## config.mk

```make
export PLATFORM = sky130hd
export DESIGN_NAME = deck_shuffler
export DESIGN_NICKNAME = d
export VERILOG_FILES = /design/src/rtl/deck_shuffler.sv
export SDC_FILE = /design/constraint.sdc
export NUM_CORES = 1
export LEC_CHECK = 0
export CAP_MARGIN = 30
export CORE_MARGIN = 2
export CORE_UTILIZATION = 35
export DETAILED_ROUTE_END_ITERATION = 10
export PLACE_DENSITY = 0.48
export SETUP_SLACK_MARGIN = 0.2
export SLEW_MARGIN = 15
export SYNTH_ARGS = -nofsm -noshare
export SYNTH_HDL_FRONTEND = slang
export SYNTH_SLANG_ARGS = --single-unit
```

## constraint.sdc

```tcl
create_clock -name Clk -period 4 [get_ports Clk]
set_clock_uncertainty 0.15 [all_clocks]
set_input_delay 0.8 -clock Clk [delete_from_list [all_inputs] [get_ports Clk]]
set_output_delay 0.8 -clock Clk [all_outputs]
set_load 0.01 [all_outputs]
```

## src/rtl/deck_shuffler.sv

```systemverilog
// deck_shuffler: owns the 52-card deck and shuffles it in place.
//
// A shuffle re-initialises the deck to identity and then runs PASSES passes of
// index 0..51. Each step swaps deck[i] with deck[j], where j is returned by the
// external next-address generator. After the shuffle, cards are dealt one per
// request.
//
// Ports:
//   Clk        in   system clock, rising edge
//   Rst_n      in   asynchronous active-low reset
//   Start      in   pulse; re-initialise and shuffle (ignored while Busy)
//   Deal_req   in   pulse; deal the next card (honoured only in READY)
//   Addr_j     in   swap index from the generator (combinational from Addr_i/Count)
//   Addr_i     out  current pass index to the generator
//   Count      out  free-running 12-bit counter to the generator
//   Busy       out  high through INIT and all shuffle cycles
//   Done       out  one-cycle pulse on the first READY cycle
//   Card_valid out  one-cycle pulse; Card holds a freshly dealt id
//   Card       out  dealt card id 0..51, held between pulses
//   Deck_empty out  all 52 cards dealt since the last shuffle

module deck_shuffler #(
    parameter int unsigned PASSES = 3
) (
    input  logic        Clk,
    input  logic        Rst_n,
    input  logic        Start,
    input  logic        Deal_req,
    input  logic [5:0]  Addr_j,
    output logic [5:0]  Addr_i,
    output logic [11:0] Count,
    output logic        Busy,
    output logic        Done,
    output logic        Card_valid,
    output logic [5:0]  Card,
    output logic        Deck_empty
);

    localparam int unsigned NumCards = 52;
    localparam logic [5:0]  LastIdx  = 6'(NumCards - 1);
    localparam logic [2:0]  LastPass = 3'(PASSES - 1);

    typedef enum logic [2:0] {
        StIdle,
        StInit,
        StShAddr,
        StShSwap,
        StReady
    } state_e;

    state_e     state;
    logic [5:0] deck [NumCards];
    logic [5:0] j_reg;
    logic [5:0] deal_ptr;
    logic [2:0] pass;

    // Addr_i is the pass pointer itself, so the generator sees it registered.
    always_ff @(posedge Clk or negedge Rst_n) begin
        if (!Rst_n) begin
            state      <= StIdle;
            Count      <= '0;
            Addr_i     <= '0;
            Busy       <= 1'b0;
            Done       <= 1'b0;
            Card_valid <= 1'b0;
            Card       <= '0;
            Deck_empty <= 1'b0;
            j_reg      <= '0;
            deal_ptr   <= '0;
            pass       <= '0;
            for (int k = 0; k < NumCards; k++) begin
                deck[k] <= 6'(k);
            end
        end else begin
            Count      <= Count + 12'd1;
            Done       <= 1'b0;
            Card_valid <= 1'b0;

            case (state)
                StIdle: begin
                    if (Start) begin
                        state <= StInit;
                        Busy  <= 1'b1;
                    end
                end

                StInit: begin
                    for (int k = 0; k < NumCards; k++) begin
                        deck[k] <= 6'(k);
                    end
                    Addr_i     <= '0;
                    pass       <= '0;
                    deal_ptr   <= '0;
                    Deck_empty <= 1'b0;
                    state      <= StShAddr;
                end

                StShAddr: begin
                    // Out-of-range indices degrade to a self-swap.
                    j_reg <= (Addr_j > LastIdx) ? Addr_i : Addr_j;
                    state <= StShSwap;
                end

                StShSwap: begin
                    // When j_reg == Addr_i both writes carry the same value.
                    deck[Addr_i] <= deck[j_reg];
                    deck[j_reg]  <= deck[Addr_i];
                    if (Addr_i == LastIdx) begin
                        Addr_i <= '0;
                        pass   <= pass + 3'd1;
                        if (pass == LastPass) begin
                            state <= StReady;
                            Busy  <= 1'b0;
                            Done  <= 1'b1;
                        end else begin
                            state <= StShAddr;
                        end
                    end else begin
                        Addr_i <= Addr_i + 6'd1;
                        state  <= StShAddr;
                    end
                end

                StReady: begin
                    // Start has priority over a same-cycle deal request.
                    if (Start) begin
                        state      <= StInit;
                        Busy       <= 1'b1;
                        deal_ptr   <= '0;
                        Deck_empty <= 1'b0;
                    end else if (Deal_req && !Deck_empty) begin
                        Card       <= deck[deal_ptr];
                        Card_valid <= 1'b1;
                        deal_ptr   <= deal_ptr + 6'd1;
                        if (deal_ptr == LastIdx) begin
                            Deck_empty <= 1'b1;
                        end
                    end
                end

                default: begin
                    state <= StIdle;
                    Busy  <= 1'b0;
                end
            endcase
        end
    end

endmodule
```

==> results.cfg <==
[outcome]
outcome = finished clean

[floorplan]
num_io_pins = 38
die_h_um = 272
num_rows = 98
dieArea_um2 = 73700
core-area_um2 = 71100
fp.dieW_um = 272
start_util_pct = 35.2

[yosys]
syn-instance-count = 2614
synthMostInstantiatedCell = nand2_1
syn-num-nets = 2629
synth_ff_type = dfrtp_1
async_flop_share_pct = 100
yosysWarnings = 0
post-synth-top-area-cell = dfrtp_1
synthesis.area_um2 = 25100
ys_seq_elements = 358
synthTopCellsByArea = dfrtp_1 22%, dfstp_2 15%, mux4_2 11%
ys_top_cells_by_count = 316 x nand2_1, 225 x nor2_1, 218 x dfrtp_1
ys_seq_area_share_pct = 36.5
synth.distinct_cells = 79
avgSynthCellArea_um2 = 9.58
synth_top_area_share_pct = 21.8
synth_enable_flop_cells = 0

[place]
gp_congestion = 1.03
place_inst = 3660
numPortBuffers = 37
dpl.hpwl_um = 113000

[hold_path]
hp-class = primary input to asynchronous set/reset pin

[worst_setup_path]
start_kind = flop
crit-reg2reg-launch = j_reg[0]$_DFFE_PN0P_
cp-end-kind = flop
r2r_end = deck[137]$_DFFE_PN0P_
crit_type = flop to flop
r2r_cells = 10
required_ns = 4.28
ff2ff_setup_slack_ns = 0.17
cp.arrival_ns = 4.11
crit_fanout = 34

[clock_network]
cts_root_buf = clkbuf_16
cts_max_level = 2
cts_tree = done
clkLatencyLatePin_ns = 0.62
cts_buffers = 45
numClockSinks = 358
clk_path_buf_depth = 3
holdBufCountCts = 0
clk_pin_slew_ns = 0.07

[pwr]
ir_drop_v = 0.000672
combPwrFrac_pct = 60.6
swShare_pct = 53.7
p_int_mw = 12.4
p_clk_share_pct = 16.8
switchingPower_mw = 14.4
leakage_nw = 11.4
share_seq_of_total_power_pct = 22.6
p_per_area_nw_per_um2 = 886

[routing]
drt_iter0_drc = 4485
viasPerCell = 7.28
vias = 27400
drt_wl_total_um = 156000
drt-pass1-iter-count = 10
drc = 0
ant_nets = 0
wl_per_cell_um = 41.5

[sta]
finalHoldWorstSlack_ns = 0.105
finalCritPeriodShare_pct = 95.7
worstMarginPinSlew_ns = 1.13
rsz0062_at_grt = no
finalSetupViolCount = 0
period_needed_ns = 3.83
max_freq_mhz = 261
relSlewSlack_pct = 24.5
drv_slew = 0
hold_viol_final = 0

[global_route]
grt_overflow_total = 0
antenna_found_initial = 13
use_met2_pct = 58.9
grt_max_degree = 91
grt-busiest-layer = met2
grt_util_met1_pct = 52.6
grt_pass1_vias = 26200
grt_pass1_wl_um = 215000
track_usage_pct = 41.4
grt_use_met3_pct = 15.4

[layout]
layout-drive-gt1-share_pct = 26.9
biggestRegsByFlops = deck (312), Count (12)
largest_reg_flops = 312
fin_nets = 2784
stdcell_count = 3761
largest-register = deck
area.growth.synth_to_final_pct = 20.5
fin_util_pct = 42.5

[job]
cap_violations = 0
-- area by class of cell --
| type | count | area [um2] |
|---|---|---|
| diodes | 6 | 15.0 |
| clock inverters | 21 | 299 |
| flip-flops and latches | 358 | 9160 |
| repair buffers | 357 | 3410 |
| fillers | 6933 | 40900 |
| multi-input cells | 1962 | 14700 |
| inverters | 45 | 169 |
| clock buffers | 62 | 1290 |
| well taps | 950 | 1190 |
-- worst max-delay path, cell delays in order (launching register included) --
cell      delay [ns]
dfrtp_2         0.48
buf_4           0.22
nor2_1          0.21
buf_4           0.24
buf_4           0.14
a221o_1         0.28
a222oi_1        0.82
o22ai_2         0.32
nor3_4          0.25
buf_12          0.27
o221ai_1        0.17
-- power by group through the flow --
stage	sequential [mW]	clock [mW]	combinational [mW]
after global routing	6.05	4.67	16.1
after detailed placement	6.03	0	14.8
after global placement	6.03	0	14.6
final	6.05	4.49	16.2
after floorplan	5.14	0	7.19
after CTS	5.95	4.53	15.1
-- cell families (layout without fill, tap and decap cells) --
kind of cell	Yosys count	after routing	share of synthesized area (%)
and+or+nand+nor	898	899	17.6
AOI/OAI and AO/OA	851	851	25.9
DFF	358	358	36.5
buffers and inverters	295	485	5.53
muxes	193	193	13.8
xor gates and xnor gates	14	14	0.489
adders and majority gates	5	5	0.250
other	0	6	0
-- stage by stage --
| step | cell area [um2] | setup WS [ns] | TNS [ns] | power (mW) |
|---|---|---|---|---|
| floorplan | 25100 | 1.14 | 0 | 12.3 |
| global placement | 28300 | -0.0392 | -0.204 | 20.6 |
| detailed placement | 28400 | -0.0135 | -0.0207 | 20.9 |
| CTS | 30100 | 0.243 | 0 | 25.6 |
| global route | 30200 | 0.242 | 0 | 26.9 |
| finish | 30200 | 0.171 | 0 | 26.8 |
-- layer usage --
metal,part of all wire (%),up-vias
met1,38,13800
met4,7.8,10
li1,-,10600
met3,13,601
met5,0.044,-
met2,41,2365
-- worst max path at each step --
stage	from	to	slack, ns	cells after the start
after global placement	j_reg[1]$_DFFE_PN0P_	deck[37]$_DFFE_PN0P_	-0.04	9
after CTS	Addr_i[2]$_DFFE_PN0P_	deck[6]$_DFFE_PN0P_	0.24	9
final	j_reg[0]$_DFFE_PN0P_	deck[137]$_DFFE_PN0P_	0.17	10
after detailed placement	j_reg[1]$_DFFE_PN0P_	deck[37]$_DFFE_PN0P_	-0.01	9
after floorplan	Addr_i[0]$_DFFE_PN0P_	deck[146]$_DFFE_PN0P_	1.14	9
after global routing	j_reg[0]$_DFFE_PN0P_	deck[137]$_DFFE_PN0P_	0.24	10
-- placed cells by master, fill, tap and decap left out, types with 18 or more instances in the layout --
cell type	n
buf_4	270
mux4_2	118
mux2_2	35
dfstp_2	140
o31ai_1	18
mux2i_1	39
a31oi_1	22
inv_1	42
clkdlybuf4s50_1	36
o21ai_0	130
dfrtp_1	209
a222oi_1	31
a21oi_1	82
or3_1	43
and3_1	23
nor2_1	222
clkbuf_16	47
o221ai_2	18
nor2b_1	43
nand2_1	316
nand2b_1	29
a221oi_1	133
nand3_1	32
o221ai_1	121
nor3_1	59
buf_12	46
o211ai_1	51
a22oi_1	98
a211oi_1	27
-- what timing repair did --
item | CTS | global route
gates cloned | 0 | 1
pin swaps | 2 | 3
buffers inserted | 7 | 4
gates resized for setup | 2 | 4
endpoints found under the setup margin | 80 | 45
hold endpoints to repair | 0 | 0
Power figures use the tool's default switching activity.
